[src/rtl/morse_display_ctrl.sv]
// morse_display_ctrl
//
// Eight-digit scrolling character buffer for the seven-segment display
// driver. Decoded Morse characters arrive over a valid/ready handshake and
// enter at the rightmost digit (digit 0). Clear and backspace commands come
// from the button logic. After each accepted character, new characters are
// refused for HOLD_CYCLES cycles so the scrolling stays readable.
//
// Each digit is 6 bits, {en, num[3:0], dp}. An all-zero digit is blank.
//
// Optional feature macro: MORSE_BLINK_EN
//   When it is defined, the dp of digit 0 blinks with a half-period of
//   BLINK_CYCLES while the buffer holds at least one character. This marks
//   the newest character. The stored buffer is not changed by the blink.
//   When it is not defined, no blink logic is built and digits mirrors the
//   stored buffer exactly.

module morse_display_ctrl #(
    parameter int HOLD_CYCLES  = 1_000_000,
    parameter int BLINK_CYCLES = 25_000_000
) (
    input  logic        clk,
    input  logic        reset,
    input  logic        char_valid,
    input  logic [3:0]  char_code,
    input  logic        char_dp,
    output logic        char_ready,
    input  logic        clr_req,
    input  logic        bksp_req,
    output logic [47:0] digits,
    output logic [3:0]  count,
    output logic        busy
);

    // The hold counter needs at least one bit. With HOLD_CYCLES = 0 the
    // HOLD state is never entered.
    localparam int HOLD_W = (HOLD_CYCLES > 0) ? $clog2(HOLD_CYCLES + 1) : 1;
    localparam logic [HOLD_W-1:0] HOLD_LAST =
        HOLD_W'((HOLD_CYCLES > 0) ? HOLD_CYCLES - 1 : 0);

    // Reject parameter values the counters cannot represent.
    if (HOLD_CYCLES < 0 || BLINK_CYCLES < 1) begin : g_bad_params
        $error("morse_display_ctrl: HOLD_CYCLES must be >= 0 and BLINK_CYCLES >= 1");
    end

    typedef enum logic [1:0] {
        ST_IDLE  = 2'd0,
        ST_CLEAR = 2'd1,
        ST_HOLD  = 2'd2
    } state_t;

    // These are the buffer operations that the sequencer requests for the
    // next edge.
    typedef enum logic [2:0] {
        OP_NONE      = 3'd0,
        OP_PUSH      = 3'd1,   // shift left, insert the new character at digit 0
        OP_BKSP      = 3'd2,   // shift right, blank digit 7
        OP_START_CLR = 3'd3,   // arm the wipe sequence at index 0
        OP_WIPE      = 3'd4    // blank digit[wipe_idx], advance the index
    } op_t;

    state_t            state_q, state_d;
    op_t               buf_op;
    logic [7:0][5:0]   buf_q;        // buf_q[k] is digit k
    logic [3:0]        count_q;
    logic [2:0]        wipe_idx_q;
    logic [HOLD_W-1:0] hold_cnt_q;
    logic              accept;

    // The handshake is offered only in IDLE when no command competes. Reset
    // also masks it, so a character presented during reset is not lost.
    assign char_ready = (state_q == ST_IDLE) & ~clr_req & ~bksp_req & ~reset;
    assign accept     = char_valid & char_ready;
    assign busy       = (state_q != ST_IDLE);
    assign count      = count_q;

    // State register.
    always_ff @(posedge clk) begin
        // NOTE: sequential state is written only with non-blocking
        // assignments. Every flop then samples the values from before the
        // edge, whatever order the processes run in.
        if (reset) begin
            state_q <= ST_IDLE;
        end else begin
            state_q <= state_d;
        end
    end

    // Next-state logic and selection of the buffer operation. Command
    // priority in IDLE is clear, then backspace, then character.
    always_comb begin
        // NOTE: every output of this block gets a default first. Any path
        // that does not assign one then keeps the default and cannot infer
        // a latch.
        state_d = state_q;
        buf_op  = OP_NONE;
        unique case (state_q)
            ST_IDLE: begin
                if (clr_req) begin
                    state_d = ST_CLEAR;
                    buf_op  = OP_START_CLR;
                end else if (bksp_req) begin
                    buf_op = OP_BKSP;
                end else if (accept) begin
                    buf_op = OP_PUSH;
                    if (HOLD_CYCLES > 0) begin
                        state_d = ST_HOLD;
                    end
                end
            end
            ST_CLEAR: begin
                // Requests are ignored here, and they are not queued.
                buf_op = OP_WIPE;
                if (wipe_idx_q == 3'd7) begin
                    state_d = ST_IDLE;
                end
            end
            ST_HOLD: begin
                // A clear aborts the hold. A backspace is ignored.
                if (clr_req) begin
                    state_d = ST_CLEAR;
                    buf_op  = OP_START_CLR;
                end else if (hold_cnt_q == HOLD_LAST) begin
                    state_d = ST_IDLE;
                end
            end
            default: begin
                state_d = ST_IDLE;
            end
        endcase
    end

    // Hold counter. It runs only while the FSM stays in HOLD, so it is 0 on
    // entry to HOLD and again after leaving it.
    always_ff @(posedge clk) begin
        if (reset) begin
            hold_cnt_q <= '0;
        end else if (state_q == ST_HOLD && state_d == ST_HOLD) begin
            hold_cnt_q <= hold_cnt_q + 1'b1;
        end else begin
            hold_cnt_q <= '0;
        end
    end

    // Character buffer, character count and wipe index.
    always_ff @(posedge clk) begin
        // NOTE: the buffer is a small bank of flops, not a RAM. It is reset
        // on purpose so the display comes up blank rather than showing junk.
        if (reset) begin
            buf_q      <= '0;
            count_q    <= '0;
            wipe_idx_q <= '0;
        end else begin
            unique case (buf_op)
                OP_PUSH: begin
                    for (int k = 7; k > 0; k--) begin
                        buf_q[k] <= buf_q[k-1];
                    end
                    buf_q[0] <= {1'b1, char_code, char_dp};
                    if (count_q != 4'd8) begin
                        count_q <= count_q + 4'd1;
                    end
                end
                OP_BKSP: begin
                    // At count 0 the shift still happens. It is harmless
                    // because every digit is already blank.
                    for (int k = 0; k < 7; k++) begin
                        buf_q[k] <= buf_q[k+1];
                    end
                    buf_q[7] <= 6'b0;
                    if (count_q != 4'd0) begin
                        count_q <= count_q - 4'd1;
                    end
                end
                OP_START_CLR: begin
                    wipe_idx_q <= 3'd0;
                end
                OP_WIPE: begin
                    buf_q[wipe_idx_q] <= 6'b0;
                    wipe_idx_q        <= wipe_idx_q + 3'd1;
                    if (wipe_idx_q == 3'd7) begin
                        count_q <= 4'd0;
                    end
                end
                default: begin
                end
            endcase
        end
    end

`ifdef MORSE_BLINK_EN
    localparam int BLINK_W = (BLINK_CYCLES > 1) ? $clog2(BLINK_CYCLES) : 1;
    localparam logic [BLINK_W-1:0] BLINK_LAST = BLINK_W'(BLINK_CYCLES - 1);

    logic [BLINK_W-1:0] blink_cnt_q;
    logic               blink_q;

    // Free-running blink timer. The flag toggles once every BLINK_CYCLES
    // cycles.
    always_ff @(posedge clk) begin
        if (reset) begin
            blink_cnt_q <= '0;
            blink_q     <= 1'b0;
        end else if (blink_cnt_q == BLINK_LAST) begin
            blink_cnt_q <= '0;
            blink_q     <= ~blink_q;
        end else begin
            blink_cnt_q <= blink_cnt_q + 1'b1;
        end
    end

    // Display view. The blink flag is ORed into the dp of the newest digit
    // only. The stored buffer is left unchanged.
    always_comb begin
        digits    = buf_q;
        digits[0] = buf_q[0][0] | (blink_q & (count_q != 4'd0));
    end
`else
    assign digits = buf_q;
`endif

endmodule

[config.mk]
export PLATFORM = sky130hd
export DESIGN_NAME = morse_display_ctrl
export DESIGN_NICKNAME = d
export VERILOG_FILES = /design/src/rtl/morse_display_ctrl.sv
export SDC_FILE = /design/constraint.sdc
export NUM_CORES = 1
export LEC_CHECK = 0
export ABC_CLOCK_PERIOD_IN_PS = 2500
export CAP_MARGIN = 10
export CORE_MARGIN = 5
export CORE_UTILIZATION = 47
export DETAILED_ROUTE_END_ITERATION = 7
export HOLD_SLACK_MARGIN = 0.1
export PLACE_DENSITY_LB_ADDON = 0.2
export SYNTH_ARGS = -nofsm -noshare
export SYNTH_HDL_FRONTEND = slang
export SYNTH_SLANG_ARGS = --single-unit
[constraint.sdc]
create_clock -name clk -period 2.5 [get_ports clk]
set_clock_uncertainty 0.2 [all_clocks]
set_input_delay 0.375 -clock clk [delete_from_list [all_inputs] [get_ports clk]]
set_output_delay 0.375 -clock clk [all_outputs]
set_load 0.05 [all_outputs]
==> out/metrics.yaml <==
status: "finished clean"
synth_top_cell_area_share: 0.4341
required_ps: 1920
initial_core_util: 0.4870
fin_crit_sh: 0.9239
p_leak_nw: 1.611
crit_cells: 4
dpl_cell_area_um2: 4359
r2r_cells: 5
track_usage: 0.1904
drive_above_1_share: 0.08087
fin_tns_setup_ps: 0
drtPass1Iterations: 4
dp_hpwl_mm: 6.109
cts_sinks: 77
synth_area_leaders: "dfxtp_1, a22o_1, nand2_1"
dpl.cell_count: 590
yosys.cell_types.count: 41
yosysSeqAreaShare: 0.4341
period_minus_slack_ps: 2310
die_y_um: 96.92
netlist_area_um2: 3551
overflow: 0
die_w_um: 96.92
fin_util: 0.6265
clkTransAtPathRegs_ps: 80
hold_depth: 2
crit_chain: "clkdlybuf4s50_1 > or4_1 > nor2_1 > buf_12"
maxSlewViolCount: 0
stdcell_area_um2: 4568
grt_pass1_wl_mm: 15.03
cts-htree-levels: 3
fillers: 693
syn_avg_cell_area_um2: 8.126
crit_family: "simple AND/OR/NAND/NOR gates"
tritoncts: "built"
rows: 31
ir_worst_vdd_mv: 0.3190
post-route-drc-count: 0
maxCapViolations: 0
cp-start-kind: "input port"
relSlewSlack: 0.5793
core_um2: 7292
ant_nets: 0
worst_hold_path_type: "flip-flop to flip-flop"
io_buffers: 63
cts_setup_buffers: 0
cts_inserted_buffers: 9
crit_buf_inv: 2
setup_viol: 0
grt_max_degree: 42
place_congestion: 0.8262
multi_input_area_um2: 1879
power_density_nw_per_um2: 585.5
drt_iter0_drc: 143
finalHoldViolCount: 0
insertion_delay_ps: 350
synth_nets: 453
cp_slowest_stage_delay_ps: 510
wl_per_cell_um: 14.48
viasPerCell: 5.317
area_growth_pct: 28.65
synth_warnings: 0
antenna_cells: 0
crit_path_end_kind: "output port"
clk_path_buf_depth: 2
antenna_found_initial: 0
worst_pin_slew_ps: 625.2
path_class: "input port to output port"
max_freq_ghz: 0.4329
io-pin-count: 64
cp.arrival_ps: 1730
crit_path_top_delay_cell: "or4_1"
synthCells: 437
regArea_um2: 1541
dieArea_um2: 9393
vias: 3222
yosysTopAreaCell: "dfxtp_1"
cts_root_buf: "clkbuf_8"
nNetsFinal: 518
ys_ff_latch: 77
fin_cells: 606
rsz0062_at_grt: "false"
worstPathMaxFanout: 4
grt_pass1_vias: 3034
wirelength_mm: 8.777
## synth_stat cells (all sizes together)
| master | count |
|---|---|
| a21boi | 1 |
| a21o | 1 |
| a21oi | 14 |
| a22o | 47 |
| a22oi | 2 |
| a311o | 1 |
| a31o | 1 |
| a31oi | 2 |
| and2 | 2 |
| and3 | 3 |
| and4 | 2 |
| buf | 12 |
| clkbuf | 14 |
| dfxtp | 77 |
| fa | 1 |
| ha | 5 |
| inv | 9 |
| nand2 | 96 |
| nand2b | 4 |
| nand3 | 11 |
| nand4 | 5 |
| nor2 | 33 |
| nor2b | 4 |
| nor3 | 4 |
| nor3b | 1 |
| nor4 | 3 |
| o2111ai | 1 |
| o21a | 1 |
| o21ai | 50 |
| o21bai | 1 |
| o31a | 4 |
| o31ai | 2 |
| or2 | 1 |
| or3 | 2 |
| or4 | 2 |
| xnor2 | 5 |
| xor2 | 13 |
## area by class of cell
cell class	count	share of cell area
Clock buffer	11	0.03314
Tap cell	99	0.02712
Sequential cell	77	0.3374
Multi-Input combinational cell	325	0.4114
Clock inverter	5	0.01287
Inverter	9	0.007395
Timing Repair Buffer	80	0.1706
## worst min-delay path: cells and delay by family, from the launching register on
kind | cells | cell delay [ps]
AO/OA/AOI/OAI | 2 | 130
flip-flops | 1 | 330
## placed cells by master (no fill, tap or decap), types with 3 or more instances in the layout
cell type / count
buf_4: 16
o21ai_0: 50
clkdlybuf4s50_1: 61
a22o_1: 47
inv_1: 9
dfxtp_1: 77
nor2_1: 32
nor2b_1: 4
nand2_1: 96
xnor2_1: 5
a21oi_1: 14
clkbuf_8: 11
ha_1: 5
nor4_1: 3
o31a_1: 4
nand3_1: 10
nor3_1: 3
nand4_1: 5
nand2b_1: 4
xor2_1: 13
## final timing paths
check	start	to	slack, ps
max	clr_req	char_ready	190
min	digits[5]	digits[5]	300
max reg2reg	state_q[1]	digits[38]	330
min reg2reg	digits[5]	digits[5]	300
## timing repair
item	4_1_cts	5_1_grt
resized for setup	1	0
hold buffers	0	0
endpoints found under the setup margin	1	0
## flip-flops by register name, indices dropped and copies added (netlist names)
name,count
count,4
digits,48
hold_cnt_q,20
state_q,2
wipe_idx_q,3
## per-layer routing
layer,wire (um),up-vias,track usage
li1,-,1662,-
met1,4116,1468,0.2632
met2,4040,84,0.2850
met4,100,0,0.05616
met3,519,8,0.05827
met5,0,-,0
## logic make-up (layout without fill, tap and decap cells)
family	count (synthesis)	in the layout	share of synthesized area
AO/OA/AOI/OAI	128	128	0.2442
XOR/XNOR	18	18	0.04440
adder cells (fa/ha/maj)	6	6	0.02326
buffers and inverters	35	105	0.04087
flip-flops	77	77	0.4341
AND/OR/NAND/NOR	173	173	0.2132
## power by group
part	internal (mW)	switching, mW	leakage, nW
Clock	0.515	0.453	0.102
Combinational	0.145	0.271	0.887
Sequential	1.26	0.0358	0.622
## stage by stage
step                      power [mW]  hold slack, ps  worst slack [ps]
after global placement         1.730           286.1             70.14
after CTS                      2.700           310.9             182.0
final                          2.675           303.1             190.2
after detailed placement       1.735           295.9             39.50
after floorplan                1.587           264.7             3.155
after global routing           2.791           344.3             106.7
Power figures use the tool's default switching activity.
